<file path="src/rtl/uart_tx_fifo_if.sv">
// -----------------------------------------------------------------------------
// uart_tx_fifo_if
// Host-side push handshake for the UART transmitter FIFO.
//   sdata    : byte to enqueue (master -> slave)
//   tx_start : push request, sdata valid this cycle (master -> slave)
//   tx_ready : FIFO can accept a byte (slave -> master)
// A push happens on a clock edge where tx_start && tx_ready.
// -----------------------------------------------------------------------------
interface uart_tx_fifo_if;
  logic [7:0] sdata;
  logic       tx_start;
  logic       tx_ready;

  modport master (
    output sdata,
    output tx_start,
    input  tx_ready
  );

  modport slave (
    input  sdata,
    input  tx_start,
    output tx_ready
  );
endinterface

</file>
<file path="src/rtl/uart_tx_fifo.sv">
// -----------------------------------------------------------------------------
// uart_tx_fifo
// UART transmitter with a power-of-two byte FIFO. Bytes pushed by the host are
// queued and serialised as 8N1 frames (LSB first) on txd. Frames go out
// back-to-back with no idle gap while the FIFO holds data.
//
// Ports:
//   clk        : clock
//   rstn       : synchronous active-low reset (aborts any frame, empties FIFO)
//   host       : uart_tx_fifo_if.slave (sdata, tx_start, tx_ready)
//   txd        : registered serial output, idle high
//   busy       : high while a frame is in progress or the FIFO is non-empty
//   fifo_count : FIFO occupancy, 0..2**FIFO_AW
//
// Parameters:
//   CLK_PER_HALF_BIT : clocks per half bit (bit period = 2*CLK_PER_HALF_BIT)
//   FIFO_AW          : FIFO address width, depth = 2**FIFO_AW
//   PARITY_ODD       : parity sense when parity is compiled in (0 even, 1 odd)
//
// Optional feature: define UART_TX_PARITY_EN to insert a parity bit between
// data bit 7 and the stop bit (11-bit frame). Without it the frame is 8N1.
// -----------------------------------------------------------------------------
module uart_tx_fifo #(
  parameter int CLK_PER_HALF_BIT = 5208,
  parameter int FIFO_AW          = 4,
  parameter int PARITY_ODD       = 0
) (
  input  logic               clk,
  input  logic               rstn,
  uart_tx_fifo_if.slave      host,
  output logic               txd,
  output logic               busy,
  output logic [FIFO_AW:0]   fifo_count
);

  localparam int BIT_CLKS = 2 * CLK_PER_HALF_BIT;
  localparam int DEPTH    = 2 ** FIFO_AW;
  localparam int CNT_W    = $clog2(BIT_CLKS);

  localparam logic [CNT_W-1:0]   CNT_LAST   = CNT_W'(BIT_CLKS - 1);
  localparam logic [CNT_W-1:0]   CNT_ZERO   = {CNT_W{1'b0}};
  localparam logic [CNT_W-1:0]   CNT_ONE    = CNT_W'(1);
  localparam logic [FIFO_AW:0]   COUNT_FULL = (FIFO_AW + 1)'(DEPTH);
  localparam logic [FIFO_AW:0]   COUNT_ZERO = {(FIFO_AW + 1){1'b0}};
  localparam logic [FIFO_AW:0]   COUNT_ONE  = (FIFO_AW + 1)'(1);
  localparam logic [FIFO_AW-1:0] PTR_ONE    = FIFO_AW'(1);

  typedef enum logic [2:0] {
    ST_IDLE   = 3'd0,
    ST_START  = 3'd1,
    ST_DATA   = 3'd2,
    ST_STOP   = 3'd3,
    ST_PARITY = 3'd4
  } state_e;

`ifdef UART_TX_PARITY_EN
  // Parity of a byte with the configured sense folded in.
  function automatic logic parity_bit(input logic [7:0] data, input logic odd);
    return (^data) ^ odd;
  endfunction
`endif

  // ---------------------------------------------------------------------------
  // State
  // ---------------------------------------------------------------------------
  state_e             state_q, state_d;
  logic [CNT_W-1:0]   cnt_q, cnt_d;
  logic [2:0]         idx_q, idx_d;
  logic [7:0]         shift_q, shift_d;
  logic               txd_q, txd_d;
  logic               busy_q, busy_d;
  logic [FIFO_AW-1:0] wptr_q, wptr_d;
  logic [FIFO_AW-1:0] rptr_q, rptr_d;
  logic [FIFO_AW:0]   count_q, count_d;
  logic [7:0]         mem_q [DEPTH];

`ifdef UART_TX_PARITY_EN
  logic               par_q, par_d;
`else
  // PARITY_ODD only matters when parity is compiled in.
  logic               unused_parity_odd_s;
  assign unused_parity_odd_s = PARITY_ODD[0];
`endif

  logic               push_s;
  logic               pop_s;
  logic               bit_done_s;
  logic               tx_ready_s;
  logic               fifo_nonempty_s;
  logic [7:0]         head_s;

  // ---------------------------------------------------------------------------
  // FIFO handshake
  // ---------------------------------------------------------------------------
  assign tx_ready_s      = (count_q != COUNT_FULL);
  assign fifo_nonempty_s = (count_q != COUNT_ZERO);
  assign push_s          = host.tx_start && tx_ready_s;
  assign head_s          = mem_q[rptr_q];
  assign bit_done_s      = (cnt_q == CNT_LAST);

  assign host.tx_ready = tx_ready_s;
  assign txd           = txd_q;
  assign busy          = busy_q;
  assign fifo_count    = count_q;

  // FSM next state, bit timing, pop request and next line level.
  always_comb begin
    state_d = state_q;
    cnt_d   = cnt_q;
    idx_d   = idx_q;
    shift_d = shift_q;
    pop_s   = 1'b0;
`ifdef UART_TX_PARITY_EN
    par_d   = par_q;
`endif

    // The bit counter free-runs 0..BIT_CLKS-1 whenever a frame is active.
    if (state_q == ST_IDLE) begin
      cnt_d = CNT_ZERO;
    end else if (bit_done_s) begin
      cnt_d = CNT_ZERO;
    end else begin
      cnt_d = cnt_q + CNT_ONE;
    end

    case (state_q)
      ST_IDLE: begin
        if (fifo_nonempty_s) begin
          pop_s   = 1'b1;
          state_d = ST_START;
        end else begin
          state_d = ST_IDLE;
        end
      end
      ST_START: begin
        if (bit_done_s) begin
          state_d = ST_DATA;
          idx_d   = 3'd0;
        end else begin
          state_d = ST_START;
        end
      end
      ST_DATA: begin
        if (bit_done_s) begin
          shift_d = {1'b0, shift_q[7:1]};
          idx_d   = idx_q + 3'd1;
          if (idx_q == 3'd7) begin
`ifdef UART_TX_PARITY_EN
            state_d = ST_PARITY;
`else
            state_d = ST_STOP;
`endif
          end else begin
            state_d = ST_DATA;
          end
        end else begin
          state_d = ST_DATA;
        end
      end
`ifdef UART_TX_PARITY_EN
      ST_PARITY: begin
        if (bit_done_s) begin
          state_d = ST_STOP;
        end else begin
          state_d = ST_PARITY;
        end
      end
`endif
      ST_STOP: begin
        if (bit_done_s) begin
          // Chain straight into the next start bit when more data waits.
          if (fifo_nonempty_s) begin
            pop_s   = 1'b1;
            state_d = ST_START;
          end else begin
            state_d = ST_IDLE;
          end
        end else begin
          state_d = ST_STOP;
        end
      end
      default: begin
        state_d = ST_IDLE;
      end
    endcase

    // Load the shift register (and parity) from the FIFO head on a pop.
    if (pop_s) begin
      shift_d = head_s;
`ifdef UART_TX_PARITY_EN
      par_d   = parity_bit(head_s, PARITY_ODD[0]);
`endif
    end else begin
      shift_d = shift_d;
    end
  end

  // Line level for the current state; registered so txd lags state by one clock.
  always_comb begin
    txd_d = 1'b1;
    case (state_q)
      ST_IDLE:   txd_d = 1'b1;
      ST_START:  txd_d = 1'b0;
      ST_DATA:   txd_d = shift_q[0];
`ifdef UART_TX_PARITY_EN
      ST_PARITY: txd_d = par_q;
`endif
      ST_STOP:   txd_d = 1'b1;
      default:   txd_d = 1'b1;
    endcase
  end

  // FIFO pointer and occupancy update; push and pop may coincide.
  always_comb begin
    wptr_d  = wptr_q;
    rptr_d  = rptr_q;
    count_d = count_q;
    if (push_s) begin
      wptr_d = wptr_q + PTR_ONE;
    end else begin
      wptr_d = wptr_q;
    end
    if (pop_s) begin
      rptr_d = rptr_q + PTR_ONE;
    end else begin
      rptr_d = rptr_q;
    end
    case ({push_s, pop_s})
      2'b10:   count_d = count_q + COUNT_ONE;
      2'b01:   count_d = count_q - COUNT_ONE;
      default: count_d = count_q;
    endcase
  end

  // busy is registered from next-state values so it drops on the IDLE entry edge.
  always_comb begin
    busy_d = (state_d != ST_IDLE) || (count_d != COUNT_ZERO);
  end

  // Control and datapath registers with synchronous active-low reset.
  always_ff @(posedge clk) begin
    if (!rstn) begin
      state_q <= ST_IDLE;
      cnt_q   <= CNT_ZERO;
      idx_q   <= 3'd0;
      shift_q <= 8'h00;
      txd_q   <= 1'b1;
      busy_q  <= 1'b0;
      wptr_q  <= {FIFO_AW{1'b0}};
      rptr_q  <= {FIFO_AW{1'b0}};
      count_q <= COUNT_ZERO;
`ifdef UART_TX_PARITY_EN
      par_q   <= 1'b0;
`endif
    end else begin
      state_q <= state_d;
      cnt_q   <= cnt_d;
      idx_q   <= idx_d;
      shift_q <= shift_d;
      txd_q   <= txd_d;
      busy_q  <= busy_d;
      wptr_q  <= wptr_d;
      rptr_q  <= rptr_d;
      count_q <= count_d;
`ifdef UART_TX_PARITY_EN
      par_q   <= par_d;
`endif
    end
  end

  // FIFO storage; contents are don't-care once the pointers are reset.
  always_ff @(posedge clk) begin
    if (push_s) begin
      mem_q[wptr_q] <= host.sdata;
    end else begin
      mem_q[wptr_q] <= mem_q[wptr_q];
    end
  end

endmodule

</file>
<file path="src/flat_wrapper.sv">
// flat-port wrapper written by rule: the top's interface ports become plain ports
module uart_tx_fifo_flat 
#(
  parameter int CLK_PER_HALF_BIT = 5208,
  parameter int FIFO_AW          = 4,
  parameter int PARITY_ODD       = 0
)
  (clk, rstn, txd, busy, fifo_count, host_sdata, host_tx_start, host_tx_ready);
  uart_tx_fifo_if host_i ();
  input  logic clk;
  input  logic rstn;
  output logic txd;
  output logic busy;
  output logic [FIFO_AW:0] fifo_count;
  input wire logic [$bits(host_i.sdata)-1:0] host_sdata;
  input wire logic [$bits(host_i.tx_start)-1:0] host_tx_start;
  output wire logic [$bits(host_i.tx_ready)-1:0] host_tx_ready;
  assign host_i.sdata = host_sdata;
  assign host_i.tx_start = host_tx_start;
  assign host_tx_ready = host_i.tx_ready;
  uart_tx_fifo #(.CLK_PER_HALF_BIT(CLK_PER_HALF_BIT), .FIFO_AW(FIFO_AW), .PARITY_ODD(PARITY_ODD)) u_core (.clk(clk), .rstn(rstn), .host(host_i), .txd(txd), .busy(busy), .fifo_count(fifo_count));
endmodule
</file>
<file path="config.mk">
export PLATFORM = sky130hd
export DESIGN_NAME = uart_tx_fifo_flat
export DESIGN_NICKNAME = d
export VERILOG_FILES = /design/src/rtl/uart_tx_fifo_if.sv /design/src/rtl/uart_tx_fifo.sv /design/src/flat_wrapper.sv
export SDC_FILE = /design/constraint.sdc
export NUM_CORES = 1
export LEC_CHECK = 0
export CAP_MARGIN = 40
export CORE_UTILIZATION = 55
export CTS_CLUSTER_DIAMETER = 120
export DETAILED_ROUTE_END_ITERATION = 10
export PLACE_DENSITY_LB_ADDON = 0.08
export RECOVER_POWER = 50
export REMOVE_ABC_BUFFERS = 1
export SYNTH_ARGS = -nofsm -noshare
export SYNTH_HDL_FRONTEND = slang
export SYNTH_SLANG_ARGS = --single-unit
</file>
<file path="constraint.sdc">
create_clock -name clk -period 3.2 [get_ports clk]
set_clock_uncertainty 0.2 [all_clocks]
set_input_delay 0.8 -clock clk [delete_from_list [all_inputs] [get_ports clk]]
set_output_delay 0.8 -clock clk [all_outputs]
set_load 0.01 [all_outputs]
</file>
* After elaboration in Yosys (flattened, before gate mapping) *
Memory sizes are Yosys's and may differ from the RTL's. A register that Yosys moved wholly into a read port is not among the register bits.
Cells that the tools add are included.

storage, ports and cells
  flip-flop bits (word level) = 43
  RAM bits = 128
  bits of input ports = 11
  word-level logic and storage cells = 65
  memories kept = 1

operators by class
  $add $sub $neg = 6
  eq/ne operators = 11
  muxes and demuxes = 23
  bitwise gates (word level) = 2
  reductions and logical operators = 13

memory list
  name          depth  bits a word  rd ports  clocked after Yosys merged registers in  write ports  RTL line            source
  u_core.mem_q  16     8            1         1                                        1            uart_tx_fifo.sv:75  logic [7:0] mem_q [DEPTH];

operators with widths
  operator                 count
  $mux W8                  4
  $add A14 B1 Y14 const B  1
  $eq A14 B14 Y1 const B   1
  $pmux W3 S4              1
  $pmux W5 S2              1
  $reduce_bool A5 Y1       2
  $add A4 B1 Y4 const B    2
  $mux W1                  8
  $mux W4                  2
  $eq A3 B2 Y1 const B     2
  $mux W3                  2
  $pmux W3 S2              1
  $reduce_bool A2 Y1       3
  $add A5 B1 Y5 const B    1
  $ne A5 B5 Y1 const B     1
  $sub A5 B1 Y5 const B    1
  $mux W2                  2
  $ne A2 B1 Y1 const B     2
  $pmux W1 S2              2
  $reduce_and A2 Y1        2
  $add A3 B1 Y3 const B    1
  $eq A3 B1 Y1 const B     1
  $eq A3 B3 Y1 const B     1
  $logic_not A3 Y1         1
  other kinds (10)         10

* Depth between registers and ports, before layout *
  word-level depth = 8
  mapped depth = 14

* Worst setup path before layout *
OpenSTA, ideal clock, no wires.

  path type = register to register
  start = reg u_core.cnt_q[4]
  end = reg u_core.busy_q (netlist: u_core.busy)
  data arrival time = 2.820 ns
  data required time = 2.862 ns
  setup slack = 0.042 ns
  stages on the path, launching flop included = 12
  path through = dfxtp_1 > or4_4 > nor4_4 > o21ai_1 > inv_1 > ha_1 > inv_1 > or4_1 > o21a_1 > o221ai_2 > xnor2_2 > a41oi_2

on the way
  longest elaborated chain between the ends = 7
  elaborated cells between the ends (all ways) = 13
  those cells by class = 3 x eq/ne; 7 x mux; 3 x reduce/logical

ends and longest elaborated chain
  element                                              RTL line             source
  start, declared                                      uart_tx_fifo.sv:67   logic [CNT_W-1:0] cnt_q, cnt_d;
  start signal, assigned                               uart_tx_fifo.sv:257  cnt_q <= cnt_d;
  $eq A14 B14 Y1 *                                     uart_tx_fifo.sv:99   assign bit_done_s = (cnt_q == CNT_LAST);
  $mux W1                                              uart_tx_fifo.sv:170  if (bit_done_s) begin
  $pmux W1 S2                                          uart_tx_fifo.sv:126  case (state_q)
  $eq A2 B1 Y1 / $eq A2 B2 Y1 (equally long branches)  uart_tx_fifo.sv:228  case ({push_s, pop_s})
  $pmux W5 S2                                          uart_tx_fifo.sv:228
  $reduce_bool A5 Y1                                   uart_tx_fifo.sv:237  busy_d = (state_d != ST_IDLE) || (count_d != COUNT_ZERO);
  $logic_or A1 B1 Y1 *                                 uart_tx_fifo.sv:237
  end signal, assigned                                 uart_tx_fifo.sv:261  busy_q <= busy_d;
  end, declared                                        uart_tx_fifo.sv:71   logic busy_q, busy_d;

Every way passes the cells marked *; elsewhere a longest branch is shown, timed or not.
A chain may end at the register's enable or synchronous reset.

* Worst setup path in the final report *
  start = reg u_core.state_q[1]
  end = reg u_core.busy_q (netlist: u_core.busy)

on the way
  longest elaborated chain between the ends = 6
  elaborated cells between the ends (all ways) = 12
  those cells by class = 5 x eq/ne; 3 x mux; 4 x reduce/logical

ends and longest elaborated chain
  element                                                  RTL line             source
  start, declared                                          uart_tx_fifo.sv:66   state_e state_q, state_d;
  start signal, assigned                                   uart_tx_fifo.sv:256  state_q <= state_d;
  $eq A3 B2 Y1 / $logic_not A3 Y1 (equally long branches)  uart_tx_fifo.sv:126
  $pmux W1 S2                                              uart_tx_fifo.sv:126
  $eq A2 B1 Y1 / $eq A2 B2 Y1 (equally long branches)      uart_tx_fifo.sv:228
  $pmux W5 S2                                              uart_tx_fifo.sv:228
  $reduce_bool A5 Y1                                       uart_tx_fifo.sv:237
  $logic_or A1 B1 Y1 *                                     uart_tx_fifo.sv:237

Marked as above.

==> flow_metrics.py <==
metrics = {
    "status": {
        "outcome": "completed",
    },
    "route": {
        "num_vias": 3871,
        "first_pass_iters": 4,
        "vias_per_cell": 5.67,
        "wirelength_microns": 13000,
        "ant_nets": 0,
        "drc": 0,
        "first_iter_violations": 271,
        "wl_per_cell_microns": 19.1,
    },
    "worst_hold_path": {
        "worstHoldPathCells": 2,
        "hold_path.class": "register to register",
    },
    "global_routing": {
        "grt_pass1_wl_microns": 20400,
        "grt_usage": 0.215,
        "antenna_found_initial": 0,
        "grt_max_degree": 33,
        "grt_pass1_vias": 3786,
        "grt_overflow": 0,
    },
    "floorplanning": {
        "num_io_pins": 19,
        "num_rows": 41,
        "die_h_microns": 116,
        "core_sq_um": 12700,
        "die-area_sq_um": 13500,
        "initial_utilization": 0.564,
        "die_w_microns": 116,
    },
    "layout": {
        "final_cell_count_no_fill": 683,
        "nNetsFinal": 523,
        "final_common_cell": "edfxtp_1",
        "drive_gt1_frac": 0.204,
        "syn2layout_area_growth_pct": 14.2,
        "mostFrequentLayoutCells": "edfxtp_1, nor2_1, dfxtp_1",
        "utilization": 0.645,
        "num_antenna_cells": 0,
        "design_area_sq_um": 8170,
    },
    "synth": {
        "synthCells": 457,
        "synth_mux_area_frac": 0.140,
        "ys_ff_latch": 174,
        "synthSimpleGateAreaFrac": 0.0836,
        "synth_top_family_by_area": "multiplexers",
        "synth_ff_type": "edfxtp_1",
        "synth_compound_area_frac": 0.0387,
        "yosys_warnings": 0,
        "synth_cell_types": 45,
        "syn_area_sq_um": 7150,
        "synthXorXnorAreaFrac": 0.0255,
        "syn_avg_cell_area_sq_um": 15.6,
        "synthArstFlopShare": 0,
        "seq_area_frac_synth": 0.666,
        "synthAdderAreaFrac": 0.0245,
        "synth_edf_count": 128,
    },
    "timing": {
        "fin_setup_tns_ns": 0,
        "tightest_slew_ns": 0.620,
        "relSlewSlack": 0.587,
        "period_needed_ns": 3.05,
        "timing.hold.ws_ns": 0.267,
        "worst_slack_ns": 0.147,
        "hold_viol_final": 0,
        "period_share": 0.954,
        "setup-violations-final": 0,
        "max_clock_freq_mhz": 328,
        "slew_violations": 0,
        "rsz0062_at_grt": "no",
    },
    "setup_path": {
        "cp_max_fo": 4,
        "reg2reg_depth": 12,
        "timing.rr.end": "u_core.busy",
        "reg2reg_from": "u_core.state_q[1]",
        "critPathCapture": "u_core.busy",
        "crit_arrival_ns": 3.14,
        "worstSetupEndpointType": "register",
        "cp.required_ns": 3.29,
        "path_class": "register to register",
        "critPathLaunchType": "register",
        "reg2reg_setup_slack_ns": 0.15,
        "worstSetupStartpoint": "u_core.state_q[1]",
    },
    "pwr": {
        "vdd_drop_max_mv": 0.391,
        "clock_power_share": 0.309,
        "p_comb_frac": 0.247,
        "p_switching_mw": 1.71,
        "internal_power_mw": 4.22,
        "swShare": 0.288,
        "seqPwrFrac": 0.444,
        "pwr_density_cell_nw_per_um2": 727,
        "p_leak_nw": 2.69,
        "total_power_mw": 5.94,
    },
    "cts": {
        "cts.sinks": 174,
        "clkTransAtPathRegs_ns": 0.06,
        "cts_hold_buf": 0,
        "cts_htree_levels": 4,
        "clk_path_buf_depth": 2,
        "clk_latency_ns": 0.42,
        "root_buffer": "clkbuf_16",
        "postCtsSetupBuffers": 0,
        "cts-resized-gates": 0,
        "cts_tree": "yes",
        "cts-buffers-inserted": 17,
    },
    "placed_design": {
        "placed_cell_area_sq_um": 7660,
        "gp_congestion": 0.857,
        "dp_slack_ns": 0.0804,
        "hpwl_microns": 8780,
        "port_buffers": 18,
        "dp_cells": 651,
    },
    "job": {
        "drv_cap": 0,
    },
}
synthesized netlist by cell type, drive strengths merged, types with 2 or more instances:
master / instances / area, sq um
nand2: 28 / 108
a211oi: 8 / 65.1
inv: 14 / 52.6
clkbuf: 11 / 41.3
edfxtp: 128 / 3840
xnor2: 7 / 68.8
nand2b: 2 / 12.5
nor3: 6 / 30.0
dfxtp: 46 / 921
mux2i: 10 / 100
nor2: 54 / 203
buf: 12 / 58.8
o21ai: 7 / 35.0
xor2: 13 / 114
o31ai: 2 / 15.0
ha: 14 / 175
or4: 2 / 18.8
a21oi: 18 / 93.8
mux4: 40 / 901
nand4: 6 / 37.5
nand3: 5 / 25.0
or3: 5 / 31.3
and3: 3 / 18.8
nor4: 4 / 61.3
and2: 3 / 18.8
cell families (layout without fill, tap and decap cells):
group                      after synthesis  after routing
AOI/OAI and AO/OA                       40             40
DFF                                    174            174
xor gates and xnor gates                20             20
muxes                                   50             50
adders and majority gates               14             14
buffers and inverters                   37             91
and+or+nand+nor                        122            122
layout make-up:
type	instances	area, sq um
fill	923	4500
tap	172	215
inverter	14	52.6
multi-input combinational	246	2240
clock inverter	13	87.6
timing repair buffer	45	377
clock buffer	19	433
sequential	174	4770
power groups by stage:
| stage | registers, mW | clock network [mW] | logic [mW] |
|---|---|---|---|
| floorplan | 2.76 | 0 | 0.936 |
| global placement | 2.68 | 0 | 1.44 |
| CTS | 2.64 | 1.85 | 1.48 |
| detailed placement | 2.68 | 0 | 1.47 |
| finish | 2.63 | 1.83 | 1.47 |
| global route | 2.65 | 1.94 | 1.61 |
worst min-delay path by stage:
stage                 endpoint  slack, ns       startpoint
2_1_floorplan  u_core.cnt_q[0]       0.23  u_core.cnt_q[0]
3_3_place_gp   u_core.cnt_q[0]       0.24  u_core.cnt_q[0]
3_5_place_dp   u_core.idx_q[2]       0.26  u_core.idx_q[2]
4_1_cts        u_core.idx_q[2]       0.27  u_core.idx_q[2]
5_1_grt        u_core.idx_q[1]       0.31  u_core.idx_q[1]
6_report       u_core.idx_q[2]       0.27  u_core.idx_q[2]
per-layer routing:
metal,vias to the layer above,routed length (microns),global-route usage
met5,-,0,0
li1,1815,-,-
met2,90,6280,0.333
met3,15,583,0.0471
met4,0,172,0.0838
met1,1951,5990,0.300
state kept, by name, indices dropped and copies added, names as in the netlist, named ones only:
signal             flops
u_core.fifo_count      5
u_core.cnt_q          14
u_core.mem_q         128
u_core.rptr_q          4
u_core.wptr_q          4
u_core.txd             1
u_core.state_q         2
u_core.busy            1
u_core.shift_q         8
u_core.idx_q           3
worst max-delay path, stage by stage (launching register included):
cell and delay [ns]:
dfxtp_1 0.38, ha_2 0.25, or4bb_1 0.46, nor4_4 0.18, o21ai_1 0.11, inv_1 0.09, ha_1 0.16, inv_1 0.07
or4_1 0.46, o21a_1 0.20, o221ai_2 0.08, xnor2_2 0.15, a41oi_2 0.13
(Power assumes the default switching activity.)
==> patch: new RTL, same flow settings <==
Add a define of `UART_TX_PARITY_EN`.
--- a/src/rtl/uart_tx_fifo.sv
+++ b/src/rtl/uart_tx_fifo.sv
@@ -20,6 +20,8 @@
 // Optional feature: define UART_TX_PARITY_EN to insert a parity bit between
 // data bit 7 and the stop bit (11-bit frame). Without it the frame is 8N1.
 // -----------------------------------------------------------------------------
+`define UART_TX_PARITY_EN
+
 module uart_tx_fifo #(
   parameter int CLK_PER_HALF_BIT = 5208,
   parameter int FIFO_AW          = 4,
Behaviour: same outputs for any inputs over 10 cycles, from zero or initial values and one cycle with rstn low; that may be too few to reach the edited logic, so the function may still have changed.
==> patch against the original RTL <==
- the run now ends with setup timing left
- count of clock-buffer cells in the layout fell by 1
- routed wire length up 9.1%
- combinational power up 41%
- worst setup slack lost 0.38 ns
- total power increased by 12%
- cell area increased by 4.2%
- area after synthesis is 1.8% higher
- sequential cell count up 2
- cell count grew 9.2%
- critical path depth grew 2
- global-route usage grew 1.1 points
- sequential power grew 3%
==> patch: results (changes against the original RTL) <==
| Metric | Value |
|---|---|
| Status | finished, violations left |
| Failing checks | setup timing |
| Share of layout cells above drive strength 1 | 0.213 (+0.00939) |
| Commonest cells in the netlist | edfxtp_1 (128), nor2_1 (53), dfxtp_1 (48) |
| DR iter-0 viols | 303 (+12%) |
| Placed cell area | 7990 um2 (+4.3%) |
| VDD IR max | 0.000693 V (+77%) |
| Critical Path AT | 3.54 ns (+0.40 ns) |
| Post-synthesis sequential area ratio | 0.660 (-0.00607) |
| DP Worst Slack | -0.317 ns (-0.398 ns) |
| Drt wl/cell | 19.0 um (-0.15%) |
| Mean post-synth cell area | 14.8 um2 (-5.7%) |
| Final worst slack | -0.228 ns (-0.376 ns) |
| Cell leakage power | 0.00286 uW (+6.0%) |
| Vias in the first global route | 4215 (+11%) |
| Initial antenna violation count | 1 (+1) |
| Slowest cell on the critical path | or4b_4 |
| Met1 Track Usage GR | 0.297 (-0.00375) |
| Routed via count | 4220 (+9.0%) |
| Setup-failing EPs final | 1 (+1) |
| CP max stage delay | 0.55 ns (+0.09 ns) |
| Placed insts | 713 (+9.5%) |
| Critical-path maximum fanout | 3 (-1) |
| Hold Worst Slack | 0.280 ns (+0.0128 ns) |
| Final setup TNS | -0.228 ns (-0.228 ns) |
[patch: changes by cell type after synthesis, moves of 4 or more]
cell | before | now
xnor2_1 | 6 | 20
a21oi_2 | 1 | 5
buf_2 | 8 | 4
nand2b_1 | 2 | 9
inv_1 | 13 | 7
o21ai_0 | 4 | 21
a211oi_1 | 7 | 0
a22oi_1 | 1 | 16
mux4_2 | 40 | 32
[patch: final cells by class]
class,count,area [um2],area share
multi-input cells,284,2330,0.273
well taps,172,215,0.0253
repair buffers,73,596,0.0700
flip-flops and latches,176,4810,0.565
clock buffers,18,429,0.0505
diodes,1,2.50,0.000294
inverters,8,30.0,0.00353
clock inverters,14,100,0.0118
[patch: timing repair]
| action | 4_1_cts | 5_1_grt |
|---|---|---|
| gates cloned | 0 | 0 |
| hold buffers | 0 | 0 |
| resized for setup | 5 | 0 |
| buffers inserted | 0 | 0 |
| pin swaps | 12 | 1 |
| endpoints found under the setup margin | 1 | 4 |
[patch: worst register-to-register path, delay by kind of cell, from the launching register on]
family                     cells  cell delay [ns]
AOI/OAI and AO/OA              5             0.89
adders and majority gates      2             0.45
xor gates and xnor gates       2             0.32
and+or+nand+nor                5             1.13
DFF                            1             0.32
[patch: worst max path at each step]
stage	from	endpoint	slack (ns)	depth (start not counted)
after CTS	u_core.cnt_q[9]$_SDFF_PP0_	u_core.busy$_SDFF_PN0_	-0.28	14
after detailed placement	u_core.cnt_q[6]$_SDFF_PP0_	u_core.busy$_SDFF_PN0_	-0.32	14
after global routing	u_core.cnt_q[9]$_SDFF_PP0_	u_core.busy$_SDFF_PN0_	-0.45	14
final	u_core.cnt_q[9]$_SDFF_PP0_	u_core.busy$_SDFF_PN0_	-0.23	14
after floorplan	u_core.cnt_q[6]$_SDFF_PP0_	u_core.busy$_SDFF_PN0_	-0.73	13
after global placement	host_tx_start	u_core.busy$_SDFF_PN0_	-0.26	12
[patch: logic make-up (layout without fill, tap and decap cells)]
logic type	Yosys count	after routing	share of synthesized area
AO/OA/AOI/OAI	71	71	0.0628
XOR/XNOR	32	32	0.0385
adder cells (fa/ha/maj)	11	11	0.0189
buffers and inverters	33	113	0.0208
flip-flops	176	176	0.660
multiplexers	41	41	0.111
other	0	1	0
AND/OR/NAND/NOR	129	129	0.0873
[patch: routing by layer]
layer  vias to the layer above  share of wire
li1                       1984              -
met1                      2123           0.45
met2                        99           0.49
met3                        14          0.048
met4                         0          0.011
met5                         -              0
[patch: per-stage QoR]
step	util	power [uW]
2_1_floorplan	-	4120
3_3_place_gp	0.626	4750
3_5_place_dp	0.626	4810
4_1_cts	0.667	6680
5_1_grt	0.666	6950
6_report	0.666	6640
[patch: power breakdown]
group	total (uW)	switching, uW	internal, uW
Clock	1870	818	1050
Sequential	2700	87.5	2620
Combinational	2070	1090	976
